## config.mk

```make
export PLATFORM = sky130hd
export DESIGN_NAME = sync_fifo_param_flat
export DESIGN_NICKNAME = d
export VERILOG_FILES = /design/src/rtl/sync_fifo_param_if.sv /design/src/rtl/sync_fifo_param.sv /design/src/flat_wrapper.sv
export SDC_FILE = /design/constraint.sdc
export NUM_CORES = 1
export LEC_CHECK = 0
export BUFFER_PORTS_ARGS = -buffer_cell sky130_fd_sc_hd__clkbuf_2
export CORE_AREA = 8 8 107 109
export CTS_CLUSTER_DIAMETER = 80
export DETAILED_ROUTE_END_ITERATION = 8
export DIE_AREA = 0 0 115 117
export GPL_ROUTABILITY_DRIVEN = 0
export PLACE_DENSITY_LB_ADDON = 0.08
export SYNTH_ARGS = -nofsm -noshare
export SYNTH_HDL_FRONTEND = slang
export SYNTH_SLANG_ARGS = --single-unit
```

## constraint.sdc

```tcl
create_clock -name clk -period 4.9 [get_ports clk]
set_input_delay 0.245 -clock clk [delete_from_list [all_inputs] [get_ports clk]]
set_output_delay 0.245 -clock clk [all_outputs]
set_load 0.01 [all_outputs]
```

## src/rtl/sync_fifo_param_if.sv

```systemverilog
// Handshake bundle between a producer/consumer pair and sync_fifo_param.
// master drives requests/data; slave (the FIFO) drives data, status and errors.
interface sync_fifo_param_if #(
  parameter int DATA_W = 8,
  parameter int DEPTH  = 16
);
  localparam int CW = $clog2(DEPTH) + 1;

  logic              wr_en_i;
  logic [DATA_W-1:0] data_i;
  logic              full_o;
  logic              almost_full_o;
  logic              rd_en_i;
  logic [DATA_W-1:0] data_o;
  logic              valid_o;
  logic              empty_o;
  logic              almost_empty_o;
  logic [CW-1:0]     count_o;
  logic              overflow_o;
  logic              underflow_o;
  logic              clr_err_i;

  modport master (
    output wr_en_i, data_i, rd_en_i, clr_err_i,
    input  full_o, almost_full_o, data_o, valid_o,
    input  empty_o, almost_empty_o, count_o,
    input  overflow_o, underflow_o
  );

  modport slave (
    input  wr_en_i, data_i, rd_en_i, clr_err_i,
    output full_o, almost_full_o, data_o, valid_o,
    output empty_o, almost_empty_o, count_o,
    output overflow_o, underflow_o
  );
endinterface

```

## src/rtl/sync_fifo_param.sv

```systemverilog
// Parametrised single-clock FIFO: standard or FWFT read, count, sticky errors.
// Ports: clk, rst_n (async active-low), bus (slave side of sync_fifo_param_if).
module sync_fifo_param #(
  parameter int DATA_W    = 8,
  parameter int DEPTH     = 16,
  parameter int AF_THRESH = DEPTH - 2,
  parameter int AE_THRESH = 2,
  parameter int FWFT      = 0
) (
  input  logic             clk,
  input  logic             rst_n,
  sync_fifo_param_if.slave bus
);
  localparam int AW = $clog2(DEPTH);
  localparam int CW = AW + 1;
  localparam logic [CW-1:0] DEPTH_C = CW'(DEPTH);
  localparam logic [CW-1:0] AF_C    = CW'(AF_THRESH);
  localparam logic [CW-1:0] AE_C    = CW'(AE_THRESH);

  if (DEPTH < 2 || (DEPTH & (DEPTH - 1)) != 0) begin : g_bad_depth
    $error("sync_fifo_param: DEPTH must be a power of two >= 2");
  end
  if (AF_THRESH < 1 || AF_THRESH > DEPTH) begin : g_bad_af
    $error("sync_fifo_param: AF_THRESH out of range");
  end
  if (AE_THRESH < 0 || AE_THRESH > DEPTH - 1) begin : g_bad_ae
    $error("sync_fifo_param: AE_THRESH out of range");
  end
  if (DATA_W < 1) begin : g_bad_w
    $error("sync_fifo_param: DATA_W must be >= 1");
  end

  logic [DATA_W-1:0] mem [DEPTH];
  logic [AW-1:0]     wptr;
  logic [AW-1:0]     rptr;
  logic [CW-1:0]     count;
  logic [DATA_W-1:0] dout;
  logic              vld;
  logic              ovf;
  logic              unf;

  logic              full;
  logic              empty;
  logic              wr_acc;
  logic              rd_acc;
  logic              mem_we;
  logic              mem_re;
  logic              byp;
  logic [CW-1:0]     mem_cnt;

  assign full  = (count == DEPTH_C);
  assign empty = (FWFT != 0) ? !vld : (count == '0);

  // In FWFT mode the output register holds the head word, so the array
  // only holds count - vld words; writes bypass it when the head slot
  // is (or is about to become) free with nothing queued behind it.
  always_comb begin
    wr_acc  = bus.wr_en_i && !full;
    rd_acc  = bus.rd_en_i && !empty;
    mem_cnt = count - {{AW{1'b0}}, vld};
    byp     = 1'b0;
    mem_we  = wr_acc;
    mem_re  = rd_acc;
    if (FWFT != 0) begin
      byp    = wr_acc && (!vld || (rd_acc && mem_cnt == '0));
      mem_we = wr_acc && !byp;
      mem_re = rd_acc && (mem_cnt != '0);
    end
  end

  always_ff @(posedge clk) begin
    if (mem_we) mem[wptr] <= bus.data_i;
  end

  always_ff @(posedge clk or negedge rst_n) begin
    if (!rst_n) begin
      wptr  <= '0;
      rptr  <= '0;
      count <= '0;
      dout  <= '0;
      vld   <= 1'b0;
      ovf   <= 1'b0;
      unf   <= 1'b0;
    end else begin
      if (mem_we) wptr <= wptr + AW'(1);
      if (mem_re) rptr <= rptr + AW'(1);
      unique case ({wr_acc, rd_acc})
        2'b10:   count <= count + CW'(1);
        2'b01:   count <= count - CW'(1);
        default: count <= count;
      endcase
      ovf <= (ovf && !bus.clr_err_i) || (bus.wr_en_i && full);
      unf <= (unf && !bus.clr_err_i) || (bus.rd_en_i && empty);
      if (FWFT == 0) begin
        vld <= rd_acc;
        if (rd_acc) dout <= mem[rptr];
      end else begin
        if (byp) begin
          dout <= bus.data_i;
          vld  <= 1'b1;
        end else if (mem_re) begin
          dout <= mem[rptr];
        end else if (rd_acc) begin
          vld  <= 1'b0;
        end
      end
    end
  end

  assign bus.full_o         = full;
  assign bus.almost_full_o  = (count >= AF_C);
  assign bus.almost_empty_o = (count <= AE_C);
  assign bus.empty_o        = empty;
  assign bus.count_o        = count;
  assign bus.data_o         = dout;
  assign bus.valid_o        = vld;
  assign bus.overflow_o     = ovf;
  assign bus.underflow_o    = unf;
endmodule

```

## src/flat_wrapper.sv

```systemverilog
// flat-port wrapper written by rule: the top's interface ports become plain ports
module sync_fifo_param_flat 
#(
  parameter int DATA_W    = 8,
  parameter int DEPTH     = 16,
  parameter int AF_THRESH = DEPTH - 2,
  parameter int AE_THRESH = 2,
  parameter int FWFT      = 0
)
  (clk, rst_n, bus_wr_en_i, bus_data_i, bus_rd_en_i, bus_clr_err_i, bus_full_o, bus_almost_full_o, bus_data_o, bus_valid_o, bus_empty_o, bus_almost_empty_o, bus_count_o, bus_overflow_o, bus_underflow_o);
  sync_fifo_param_if #(.DATA_W(DATA_W), .DEPTH(DEPTH)) bus_i ();
  input  logic clk;
  input  logic rst_n;
  input wire logic [$bits(bus_i.wr_en_i)-1:0] bus_wr_en_i;
  input wire logic [$bits(bus_i.data_i)-1:0] bus_data_i;
  input wire logic [$bits(bus_i.rd_en_i)-1:0] bus_rd_en_i;
  input wire logic [$bits(bus_i.clr_err_i)-1:0] bus_clr_err_i;
  output wire logic [$bits(bus_i.full_o)-1:0] bus_full_o;
  output wire logic [$bits(bus_i.almost_full_o)-1:0] bus_almost_full_o;
  output wire logic [$bits(bus_i.data_o)-1:0] bus_data_o;
  output wire logic [$bits(bus_i.valid_o)-1:0] bus_valid_o;
  output wire logic [$bits(bus_i.empty_o)-1:0] bus_empty_o;
  output wire logic [$bits(bus_i.almost_empty_o)-1:0] bus_almost_empty_o;
  output wire logic [$bits(bus_i.count_o)-1:0] bus_count_o;
  output wire logic [$bits(bus_i.overflow_o)-1:0] bus_overflow_o;
  output wire logic [$bits(bus_i.underflow_o)-1:0] bus_underflow_o;
  assign bus_i.wr_en_i = bus_wr_en_i;
  assign bus_i.data_i = bus_data_i;
  assign bus_i.rd_en_i = bus_rd_en_i;
  assign bus_i.clr_err_i = bus_clr_err_i;
  assign bus_full_o = bus_i.full_o;
  assign bus_almost_full_o = bus_i.almost_full_o;
  assign bus_data_o = bus_i.data_o;
  assign bus_valid_o = bus_i.valid_o;
  assign bus_empty_o = bus_i.empty_o;
  assign bus_almost_empty_o = bus_i.almost_empty_o;
  assign bus_count_o = bus_i.count_o;
  assign bus_overflow_o = bus_i.overflow_o;
  assign bus_underflow_o = bus_i.underflow_o;
  sync_fifo_param #(.DATA_W(DATA_W), .DEPTH(DEPTH), .AF_THRESH(AF_THRESH), .AE_THRESH(AE_THRESH), .FWFT(FWFT)) u_core (.clk(clk), .rst_n(rst_n), .bus(bus_i));
endmodule
```

==> impl_metrics.toml, run 1 <==
[outcome]
outcome = "finished, final reports clean"

[min_path]
min-delay-path-class = "in2reg"
hold_end = "u_core.rptr[1]"
min_path_cells = 4
min_from = "bus_rd_en_i"

[power_and_ir_drop]
vdd_drop_max_mv = 0.434
p_per_area_nw_per_um2 = 582
p_total_mw = 4.14
power_leakage_nw = 2.55

[setup_path]
r2r-start = "u_core.bus.count_o[0]"
cp-end-kind = "flop"
worstPathRequired_ps = 5290
r2r_cells = 10
worstPathMaxFanout = 11
cp-startpoint = "u_core.bus.count_o[0]"
path_class = "reg2reg"
worstPathArrival_ps = 3510
r2r_setup_slack_ps = 1790
cp-start-kind = "flop"
timing.rr.end = "u_core.bus.count_o[4]"

[timing]
setup_viol = 0
worstMarginPinSlew_ps = 1220
finClkSkew_ps = 6.72
finalHoldViolCount = 0
slew_headroom = 0.189
finalCritPeriodShare = 0.635
maxSlewViolCount = 0
setup_tns_ps = 0
rsz0062_at_grt = "no"
fmax_mhz = 321
fin_crit_ps = 3110

[layout]
diodes = 0
drive_gt1_frac = 0.232
final_common_cell = "edfxtp_1"
final_cell_mix = "128 x edfxtp_1, 32 x clkbuf_2, 22 x dfrtp_1"
area_growth_pct = 14.2
nNetsFinal = 389
final_area_um2 = 7110

[floorplanning]
die_height_um = 117
core_um2 = 9910
dieArea_um2 = 13500
die_w_um = 115
initial_core_util = 0.628
num_rows = 37
ios = 33

[routing]
viasPerCell = 5.88
num_vias = 3033
drtIter0Drc = 307
wl_per_cell_um = 22.3
firstDrtPassIters = 4
drc = 0
routed_wl_mm = 11.5
postRouteAntennaNets = 0

[yosys]
synth_adder_area_share = 0.0181
syn_nets = 351
synth-xor-area-share = 0.0141
synth_cells = 329
synth_top_family_by_area = "multiplexers"
ys_types = 41
syn_area_per_cell_um2 = 18.9
synth-warning-count = 0
syn_area_um2 = 6220
yosys.area_share.simple = 0.0410
ys_seq_elements = 152
synth_compound_area_frac = 0.0330
synth_mux_area_frac = 0.155
seq_area_frac_synth = 0.714

[cts]
clock_path_buffers = 2
postCtsSetupRepairBufs = 0
cts_tree = "yes"
cts_made_buffers = 17
ctsResizeCount = 0
clk_latency_ps = 520
cts.sink_count = 152
cts_max_level = 4
clkTransAtPathRegs_ps = 60
root_buffer = "clkbuf_8"

[grt]
grt-busiest-layer = "met2"
met1_usage = 0.246
grt_use_met3 = 0.0421
met2_usage = 0.299
grt_use_total = 0.187
grt_pass1_wl_mm = 17.7
grt_max_degree = 34
antenna_found_initial = 0
first_global_vias = 3033
grt_overflow = 0

[placed_design]
dpl-instance-area_um2 = 6460
port_buffers = 32
dp_hpwl_mm = 6.97

[job]
maxCapViolCount = 0
## cell families (layout without fill, tap and decap cells)
kind of cell / count (synthesis) / count (layout)
flops: 152 / 152
simple gates: 55 / 55
mux: 49 / 49
buf+inv: 28 / 79
compound gates: 26 / 26
xor+xnor: 10 / 10
fa+ha+maj: 9 / 9
## Yosys cell counts (all sizes together)
cell | instances | area share
buf | 14 | 0.016
o211a | 1 | 0.0016
xnor2 | 6 | 0.0084
mux2i | 16 | 0.026
a31o | 1 | 0.0014
o22ai | 1 | 0.0010
clkbuf | 5 | 0.0030
nor3b | 1 | 0.0012
nor2b | 1 | 0.0010
xor2 | 4 | 0.0056
o221ai | 8 | 0.011
nand4 | 2 | 0.0020
o31ai | 2 | 0.0046
a21oi | 3 | 0.0024
inv | 9 | 0.0054
nand2 | 22 | 0.014
a311oi | 1 | 0.0014
o21ai | 6 | 0.0048
nor2 | 16 | 0.0097
mux4 | 32 | 0.13
nand2b | 4 | 0.0044
nand3 | 1 | 0.00080
mux2 | 1 | 0.0018
and3b | 1 | 0.0014
a2111oi | 1 | 0.0014
and2 | 1 | 0.0010
edfxtp | 128 | 0.62
dfrtp | 24 | 0.097
nor3 | 5 | 0.0040
or3 | 1 | 0.0018
ha | 9 | 0.018
a31oi | 2 | 0.0030
## flip-flops by register name, summed over array words and instances, names as in the netlist
register	cells
u_core.bus.underflow_o	1
u_core.bus.overflow_o	1
u_core.mem	128
u_core.bus.count_o	5
u_core.bus.valid_o	1
u_core.bus.data_o	8
u_core.wptr	4
u_core.rptr	4
## power by group
| part | total (mW) | internal [mW] | switching [mW] |
|---|---|---|---|
| Clock | 1.32 | 0.828 | 0.493 |
| Sequential | 1.85 | 1.60 | 0.246 |
| Combinational | 0.968 | 0.489 | 0.479 |
## metrics by stage
| stage | cells | hold WS, ps | util | setup WS [ps] |
|---|---|---|---|---|
| 4_1_cts | 516 | 128 | 0.717 | 1780 |
| 6_report | 516 | 144 | 0.717 | 1790 |
| 5_1_grt | 516 | 161 | 0.717 | 1540 |
| 2_1_floorplan | 329 | -50.6 | - | 2260 |
| 3_5_place_dp | 480 | 292 | 0.653 | 1790 |
| 3_3_place_gp | 480 | 281 | 0.653 | 1910 |
## what timing repair did
| item | in CTS | in global routing |
|---|---|---|
| hold endpoints to repair | 26 | 0 |
| hold buffers | 4 | 0 |
| endpoints found under the setup margin | 0 | 0 |
## critical path, cell delays in order (launching register included)
cell	delay (ps)
dfrtp_1	470
or3_4	420
o31ai_4	480
inv_2	180
ha_1	360
xor2_1	180
ha_1	220
o211a_1	230
o31ai_1	210
a31oi_1	80
xor2_1	160
## worst max path at each step
stage / end / depth (start not counted)
CTS: u_core.bus.count_o[4] / 10
detailed placement: u_core.bus.count_o[4] / 10
global placement: u_core.bus.count_o[4] / 10
global route: u_core.bus.count_o[4] / 10
floorplan: u_core.bus.count_o[4] / 11
finish: u_core.bus.count_o[4] / 10
## area by class of cell
type                    count  area (um2)
flip-flops and latches    152        4450
fillers                   626        2800
repair buffers             38         215
clock buffers              21         429
well taps                 136         170
multi-input cells         149        1640
inverters                   9        33.8
clock inverters            11         173
## layer usage
layer	vias to the layer above	wire length, um	share of wire
met2	69	5670	0.49
met4	0	149	0.013
met3	14	419	0.036
li1	1391	-	-
met5	-	0	0
met1	1559	5270	0.46
(Power assumes the default switching activity.)
==> run 2: changes to the inputs <==
- CORE_AREA: 8 8 107 109 -> 8 8 111 113
- DIE_AREA: 0 0 115 117 -> 0 0 119 121
- clock period: 4.9 -> 3.2 ns (I/O delays scaled with it)
==> run 2 against run 1 <==
  * Cell area increased by 1.5%
  * Hold slack worse by 75 ps
  * Sequential power rose by 51%
  * Via count increased by 1.4%
  * Final cell count is 4.5% higher
  * Register-to-register slack lost 1400 ps
  * Core utilization fell by 3.7 points
  * Non-clock buffer count up 19
  * Combinational power rose by 62%
  * Clock power increased by 46%
==> impl_metrics.toml, run 2 (synthesized netlist as in run 1, its figures left out) <==
[routing]
num_vias = 3074
viasPerCell = 5.70
routed_wl_mm = 11.5
wl_per_cell_um = 21.3
firstDrtPassIters = 4
postRouteAntennaNets = 0
drtIter0Drc = 277
drc = 0

[placed_design]
port_buffers = 32
dpl-instance-area_um2 = 6600
dp_hpwl_mm = 7.23

[layout]
largest_reg_flops = 128
drive_gt1_frac = 0.256
regMostFlops = "u_core.mem"
final_cell_mix = "128 x edfxtp_1, 32 x clkbuf_2, 23 x dfrtp_1"
final_common_cell = "edfxtp_1"
area_growth_pct = 15.9
diodes = 0
nNetsFinal = 408
fin_util = 0.680
final_area_um2 = 7210

[setup_path]
worstPathArrival_ps = 3210
worstPathMaxFanout = 12
r2r-start = "u_core.bus.count_o[2]"
path_class = "reg2reg"
r2r_setup_slack_ps = 380
cp-start-kind = "flop"
r2r_cells = 10
timing.rr.end = "u_core.bus.count_o[4]"
cp-end-kind = "flop"
worstPathRequired_ps = 3590

[job]
maxCapViolCount = 0

[cts]
cts.sink_count = 152
cts_tree = "yes"
cts_max_level = 4
postCtsSetupRepairBufs = 0
root_buffer = "clkbuf_8"
clk_latency_ps = 520
clock_path_buffers = 2
clkTransAtPathRegs_ps = 60
ctsResizeCount = 0
cts_hold_buf = 4
cts_made_buffers = 17

[timing]
rsz0062_at_grt = "no"
finalHoldViolCount = 0
fin_crit_ps = 2820
worstMarginPinSlew_ps = 987
finalCritPeriodShare = 0.881
finClkSkew_ps = 6.96
slew_headroom = 0.342
fmax_mhz = 355
setup_tns_ps = 0
maxSlewViolCount = 0
setup_viol = 0

[grt]
first_global_vias = 3303
grt_max_degree = 34
grt_use_total = 0.173
antenna_found_initial = 0
grt_overflow = 0
grt_pass1_wl_mm = 18.5

[floorplanning]
die_w_um = 119
dieArea_um2 = 14400
initial_core_util = 0.587
die_height_um = 121
ios = 33
core_um2 = 10600
num_rows = 38

[min_path]
min_path_cells = 1
min-delay-path-class = "in2reg"
hold_end = "u_core.mem[12][3]"
min_from = "bus_data_i[3]"

[power_and_ir_drop]
power_leakage_nw = 2.64
vdd_drop_max_mv = 0.575
p_per_area_nw_per_um2 = 872

[outcome]
outcome = "finished, final reports clean"
## run 2: cell types whose count changed in the layout (fill, tap and decap cells not counted), sizes merged
cell / delta
bufinv: -1
clkinvlp: -1
clkbuf: +1
buf: +19
clkinv: +2
inv: -1
## run 2: critical path: stages (launching register included)
cell     delay, ps
dfrtp_1        580
nor2_1         130
a31oi_2        440
inv_1          120
ha_1           310
xor2_1         180
ha_1           220
o211a_1        240
o31ai_1        220
a31oi_1         90
xor2_1         160
## run 2: final cells by class
type	count	area, um2
inverter	9	33.8
multi-input combinational	149	1620
sequential	152	4450
clock buffer	22	443
tap	140	175
fill	699	3390
timing repair buffer	57	358
clock inverter	10	131
## run 2: power breakdown
group | switching, mW | internal (mW)
registers | 0.332 | 2.45
logic | 0.777 | 0.795
clock network | 0.727 | 1.20
## run 2: how the worst max path moves through the flow
stage	from	end	slack, ps	depth (start not counted)
CTS	u_core.bus.count_o[2]	u_core.bus.count_o[4]	350	10
finish	u_core.bus.count_o[2]	u_core.bus.count_o[4]	380	10
global placement	u_core.bus.count_o[2]	u_core.bus.count_o[4]	530	10
global route	u_core.bus.count_o[2]	u_core.bus.count_o[4]	130	10
floorplan	u_core.bus.count_o[3]	u_core.bus.count_o[4]	560	11
detailed placement	u_core.bus.count_o[2]	u_core.bus.count_o[4]	380	10
## run 2: per-stage QoR
| stage | instances | hold WS [ps] | power, mW | setup WS, ps |
|---|---|---|---|---|
| global placement | 503 | 202 | 4.38 | 530 |
| finish | 539 | 69.2 | 6.29 | 380 |
| global route | 539 | 72.2 | 6.62 | 129 |
| floorplan | 329 | -136 | 3.92 | 558 |
| CTS | 539 | 46.3 | 6.37 | 354 |
| detailed placement | 503 | 209 | 4.42 | 375 |
## run 2: per-layer routing
layer  part of all wire  wire length (um)  vias to the layer above  GRT usage
met5                  0                 0                        -          0
met4              0.012               134                        0     0.0593
met3              0.055               630                       15     0.0530
met1               0.44              5030                     1557      0.217
met2               0.50              5690                       78      0.283
li1                   -                 -                     1424          -
